## src/rtl/bnn_pkg.sv

```systemverilog
// bnn_pkg: shared constants, default weight image and FSM encoding
// for the BNN weight-load transmitter.
package bnn_pkg;

  localparam int NUM_NEURONS = 12;
  localparam int PTR_WRAP    = 16;
  localparam int IDX_W       = $clog2(PTR_WRAP) + 1;

  // Receiver reset set; entry 0 in the low byte.
  localparam logic [NUM_NEURONS-1:0][7:0] DEF_IMG = {
    8'h80, 8'h30, 8'h0C, 8'h83,
    8'h00, 8'hFF, 8'h07, 8'h0E,
    8'h1C, 8'h38, 8'h70, 8'hE0
  };

  typedef enum logic [2:0] {
    S_IDLE,
    S_LO,
    S_HI,
    S_GAP,
    S_DONE
  } state_t;

endpackage

```

## src/rtl/bnn_weight_image.sv

```systemverilog
// bnn_weight_image: NUM_NEURONS x 8 weight register file,
// async reset to the receiver defaults, 1 write / 1 comb read.
module bnn_weight_image
  import bnn_pkg::*;
(
  input  logic             clk,
  input  logic             rst_n,
  input  logic             we,
  input  logic [3:0]       waddr,
  input  logic [7:0]       wdata,
  input  logic [IDX_W-1:0] raddr,
  output logic [7:0]       rdata
);

  logic [NUM_NEURONS-1:0][7:0] img_q;

  // Image storage; out-of-range writes are dropped.
  always_ff @(posedge clk or negedge rst_n) begin
    if (!rst_n) begin
      img_q <= DEF_IMG;
    end else if (we && (waddr < 4'(NUM_NEURONS))) begin
      img_q[waddr] <= wdata;
    end
  end

  // Padding slots beyond the real image read as zero.
  always_comb begin
    rdata = 8'h00;
    if (raddr < IDX_W'(NUM_NEURONS)) begin
      rdata = img_q[raddr[3:0]];
    end
  end

endmodule

```

## src/rtl/bnn_weight_streamer.sv

```systemverilog
// bnn_weight_streamer: serialises the weight image as nibble pairs
// plus load_en, padded so the receiver pointer wraps to 0 per stream.
module bnn_weight_streamer
  import bnn_pkg::*;
#(
  parameter int GAP_CYCLES = 0
) (
  input  logic       clk,
  input  logic       rst_n,
  input  logic       ena,
  input  logic       wr_en,
  input  logic [3:0] wr_addr,
  input  logic [7:0] wr_data,
  input  logic       start,
  output logic       busy,
  output logic       done,
  output logic       load_en,
  output logic [3:0] load_nibble
);

  state_t           state_q, state_n;
  logic [IDX_W-1:0] idx_q, idx_n;
  logic [3:0]       gap_q, gap_n;
  logic             busy_q, busy_n;
  logic             done_q, done_n;
  logic             len_q, len_n;
  logic [3:0]       nib_q, nib_n;
  logic             img_we;
  logic [7:0]       img_rd;
  logic [7:0]       rd_byte;

  assign img_we = ena && wr_en
               && (state_q == S_IDLE)
               && (wr_addr < 4'(NUM_NEURONS));

  bnn_weight_image u_img (
    .clk   (clk),
    .rst_n (rst_n),
    .we    (img_we),
    .waddr (wr_addr),
    .wdata (wr_data),
    .raddr (idx_n),
    .rdata (img_rd)
  );

  // A write landing on the edge that starts a stream must be seen
  // by the first nibble, so forward it past the register file.
  always_comb begin
    rd_byte = img_rd;
    if (img_we && ({1'b0, wr_addr} == idx_n)) begin
      rd_byte = wr_data;
    end
  end

  // Next-state, pair index and gap counter.
  always_comb begin
    state_n = state_q;
    idx_n   = idx_q;
    gap_n   = gap_q;
    unique case (state_q)
      S_IDLE: begin
        if (start) begin
          state_n = S_LO;
          idx_n   = '0;
        end
      end
      S_LO: state_n = S_HI;
      S_HI: begin
        idx_n = idx_q + 1'b1;
        if (idx_n == IDX_W'(PTR_WRAP)) begin
          state_n = S_DONE;
        end else if (GAP_CYCLES > 0) begin
          state_n = S_GAP;
          gap_n   = 4'(GAP_CYCLES - 1);
        end else begin
          state_n = S_LO;
        end
      end
      S_GAP: begin
        if (gap_q == '0) begin
          state_n = S_LO;
        end else begin
          gap_n = gap_q - 1'b1;
        end
      end
      S_DONE: begin
        state_n = S_IDLE;
        idx_n   = '0;
      end
      default: state_n = S_IDLE;
    endcase
  end

  // Output values for the cycle after the next edge.
  always_comb begin
    busy_n = state_n inside {S_LO, S_HI, S_GAP};
    done_n = (state_n == S_DONE);
    len_n  = state_n inside {S_LO, S_HI};
    nib_n  = '0;
    unique case (1'b1)
      (state_n == S_LO): nib_n = rd_byte[3:0];
      (state_n == S_HI): nib_n = rd_byte[7:4];
      default: ;
    endcase
  end

  // Control state; ena low freezes everything.
  always_ff @(posedge clk or negedge rst_n) begin
    if (!rst_n) begin
      state_q <= S_IDLE;
      idx_q   <= '0;
      gap_q   <= '0;
    end else if (ena) begin
      state_q <= state_n;
      idx_q   <= idx_n;
      gap_q   <= gap_n;
    end
  end

  // Registered outputs.
  always_ff @(posedge clk or negedge rst_n) begin
    if (!rst_n) begin
      busy_q <= 1'b0;
      done_q <= 1'b0;
      len_q  <= 1'b0;
      nib_q  <= '0;
    end else if (ena) begin
      busy_q <= busy_n;
      done_q <= done_n;
      len_q  <= len_n;
      nib_q  <= nib_n;
    end
  end

  // The receiver must never see a strobe in a frozen cycle.
  assign load_en     = len_q & ena;
  assign busy        = busy_q;
  assign done        = done_q;
  assign load_nibble = nib_q;

endmodule

```

## config.mk

```make
export PLATFORM = sky130hd
export DESIGN_NAME = bnn_weight_streamer
export DESIGN_NICKNAME = d
export VERILOG_FILES = /design/src/rtl/bnn_pkg.sv /design/src/rtl/bnn_weight_image.sv /design/src/rtl/bnn_weight_streamer.sv
export SDC_FILE = /design/constraint.sdc
export NUM_CORES = 1
export LEC_CHECK = 0
export BUFFER_PORTS_ARGS = -buffer_cell sky130_fd_sc_hd__buf_4
export CAP_MARGIN = 20
export CORE_MARGIN = 10
export CORE_UTILIZATION = 45
export CTS_BUF_LIST = sky130_fd_sc_hd__clkbuf_16
export DETAILED_ROUTE_END_ITERATION = 7
export GPL_TIMING_DRIVEN = 0
export SLEW_MARGIN = 20
export SYNTH_ARGS = -nofsm -noshare
export SYNTH_HDL_FRONTEND = slang
export SYNTH_SLANG_ARGS = --single-unit
```

## constraint.sdc

```tcl
create_clock -name clk -period 6.3 [get_ports clk]
set_clock_uncertainty 0.15 [all_clocks]
set_input_delay 0.63 -clock clk [delete_from_list [all_inputs] [get_ports clk]]
set_output_delay 0.63 -clock clk [all_outputs]
set_load 0.1 [all_outputs]
```

==> reports/results.txt <==
CTS max path bufs -> 2
DPL Wire Length -> 10700 um
Synth top area share -> 0.350
Share of cells above drive strength 1 -> 0.233
Gate count after technology mapping -> 562
Crit start category -> flip-flop
Distinct cells, synth -> 59
Switching share of power -> 0.396
Post-route cell area -> 0.00674 mm2
Yosys Warn Count -> 0
Die Ht -> 133 um
Slew HR -> 0.361
CTS tree -> built
Tot GR Track Use -> 0.177
Max-cap viol count -> 0
Number of fill cells -> 1160
Initial core utilization -> 0.459
Boundary pin count -> 24
Max FO, Critical Path -> 10
Non-Filler Instances -> 789
Reg2reg setup slack -> 3.00 ns
Hold Path Cell Cnt -> 2
ANT cells -> 0
Crit path DAT -> 3.42 ns
Vias in the first global route -> 4589
CTS clk-pin slew, worst paths -> 0.05 ns
Final Setup Violations -> 0
Die ar. -> 0.0178 mm2
Maximum vdd drop -> 0.200 mV
CP Data Required Time -> 6.42 ns
Multi-input gate area -> 0.00268 mm2
Combinational fraction of design power -> 0.396
Reg2reg path depth -> 8
Vias/cell -> 5.72
Post-CTS setup buffers -> 0
Crit Path Class -> flip-flop to flip-flop
Port bufs -> 21
Synth Flop Type -> dfrtp_1
Dpl cell area -> 0.00619 mm2
Final Hold Fails -> 0
Sum of negative setup slack -> 0 ns
Final hold slack -> 0.292 ns
Clock sinks -> 115
FP Rows -> 41
Clock latency on the worst-skew pair -> 0.42 ns
Area delta synth->final -> 16.5%
TritonCTS buffer count -> 17
First-pass GRT wire length -> 24900 um
Post-synth ARST share -> 1.00
DRC viols -> 0
Number of synthesized flops with an enable pin -> 0
# placed instances -> 756
Post-synthesis register bit count -> 115
DRT Pass-1 Iters -> 5
Sequential-to-total area share from yosys stat -> 0.505
Top post-synthesis cells by area -> dfrtp_1 35%, dfstp_2 15%, mux2_2 8.6%
Drt wl/cell -> 19.3 um
Pleak -> 2.96 nW
Root Buffer -> clkbuf_16
Via count -> 4513
Flop pwr share -> 0.327
Post-DRT Antenna Nets -> 0
Clock share of power -> 0.276
RSZ-0062 raised after global routing -> false
H-tree Lvls -> 4
Final WL -> 15200 um
Hold_sp -> wr_data[4]
WHS Endpoint -> u_img.img_q[4]$_DFFE_PN0P_
FF+latch area -> 0.00292 mm2
Int Pwr -> 1.94 mW
Peak Freq -> 303 MHz
Largest net degree at the start of global routing -> 78
Final core occ -> 0.534
Post-Syn Nets -> 582
R2R Path End -> load_nibble[1]$_DFFE_PN0P_
Die X -> 133 um
Synthesized area per cell -> 10.3 um2
Top cell type by total area after synthesis -> dfrtp_1
Core area -> 0.0126 mm2
Period minus WS final -> 3.30 ns
Power per cell area -> 476 mW/mm2
Status -> completed
Slew Limit Fails -> 0
P_sw -> 1.27 mW
Fin crit share -> 0.524
Nets -> 624
Critical R2R Launch -> idx_q[0]$_DFFE_PN0P_
Cell Area, Synth -> 0.00579 mm2
Initial detailed-routing violation count -> 419
Initial antenna violation count -> 0
Total grt overflow -> 0
Crit path capture type -> flip-flop
Worst-margin pin slew -> 0.953 ns
GP Congestion -> 0.875
HP Class -> input pin to flip-flop
through the flow:
| stage | setup WS [ns] | power (mW) |
|---|---|---|
| 5_1_grt | 2.92 | 3.38 |
| 4_1_cts | 3.06 | 3.21 |
| 6_report | 3.00 | 3.21 |
| 3_5_place_dp | 3.09 | 2.31 |
| 2_1_floorplan | 3.71 | 1.91 |
| 3_3_place_gp | 3.10 | 2.28 |
logic make-up after synthesis:
family                   share of synthesized area
adder cells (fa/ha/maj)                    0.00649
flip-flops                                   0.505
buffers and inverters                       0.0322
AO/OA/AOI/OAI                                0.139
multiplexers                                 0.141
AND/OR/NAND/NOR                              0.169
XOR/XNOR                                   0.00757
worst max path at each step:
stage                                            end  slack (ns)                  from  depth (start not counted)
after global placement    load_nibble[1]$_DFFE_PN0P_        3.10  idx_q[0]$_DFFE_PN0P_                          8
final                     load_nibble[1]$_DFFE_PN0P_        3.00  idx_q[0]$_DFFE_PN0P_                          8
after CTS                 load_nibble[1]$_DFFE_PN0P_        3.06  idx_q[0]$_DFFE_PN0P_                          8
after global routing      load_nibble[2]$_DFFE_PN0P_        2.92  idx_q[0]$_DFFE_PN0P_                          8
after detailed placement  load_nibble[1]$_DFFE_PN0P_        3.09  idx_q[0]$_DFFE_PN0P_                          8
after floorplan           load_nibble[0]$_DFFE_PN0P_        3.71  idx_q[0]$_DFFE_PN0P_                          8
flip-flops by register name, summed over array words and instances (netlist names):
name and cells:
busy 1, done 1, gap_q 4, idx_q 5, len_q 1, load_nibble 4, state_q 3, u_img.img_q 96
cell type report:
cell class              count  area share
flip-flops and latches    115       0.433
multi-input cells         401       0.398
clock buffers              17      0.0631
well taps                 172      0.0319
repair buffers             23      0.0295
plain buffers              36      0.0221
clock inverters            15      0.0167
inverters                  10     0.00557
routing by layer:
layer,routed length (um),track usage,vias up
li1,-,-,2111
met1,7060,0.228,2257
met2,6950,0.270,117
met3,869,0.0541,28
met4,340,0.0701,0
met5,0,0,-
power groups by stage:
stage | clock (mW) | sequential, mW | combinational [mW]
floorplan | 0 | 1.07 | 0.842
global placement | 0 | 1.05 | 1.23
detailed placement | 0 | 1.06 | 1.26
CTS | 0.896 | 1.05 | 1.27
global route | 0.932 | 1.07 | 1.38
finish | 0.886 | 1.05 | 1.27
cell usage in the layout, fill, tap and decap left out, types with 11 or more instances in the layout:
cell type	Yosys	routed
nand2_1	113	113
mux2_2	44	44
a21oi_1	35	35
dfstp_2	34	34
clkbuf_1	22	22
buf_4	0	20
dfrtp_1	81	81
inv_1	9	14
clkbuf_16	0	17
buf_2	11	11
o21ai_0	34	34
mux2_1	24	24
nor2_1	18	18
cells in the mapped netlist (2+ instances only):
cell	count
nor4b_1	2
mux2_1	24
ha_1	3
a21o_1	8
a311oi_1	4
a21oi_1	35
a211oi_1	6
nand3_1	6
and3_1	5
a22o_1	5
or4_1	2
xnor2_1	5
o21bai_1	2
nor2b_1	3
and4_1	4
dfstp_2	34
nor2_1	18
nor2_2	2
nor4bb_1	2
inv_1	9
nor4_1	3
mux2_2	44
dfrtp_1	81
o2bb2ai_1	2
buf_2	11
clkbuf_1	22
nor3b_1	4
nor3b_4	2
nand2_1	113
nand4_1	10
mux2i_1	5
a221oi_1	4
nand2b_1	6
buf_1	3
nor3_1	8
o21ai_0	34
and2_1	3
o221ai_1	4
a32oi_1	4
worst max-delay path, stage by stage (launching register included):
cell	delay, ns
dfrtp_1	0.47
ha_1	0.32
nor4bb_1	0.15
a211oi_2	0.60
clkbuf_1	0.54
nand4_1	0.16
and4_1	0.27
a221oi_1	0.28
o221ai_1	0.19
repair_timing:
item                                   in CTS  in global routing
endpoints found under the hold margin      23                  0
setup endpoints to repair                   0                  0
hold buffers                                1                  0
gates resized for setup                     0                  0
Power figures use the tool's default switching activity.
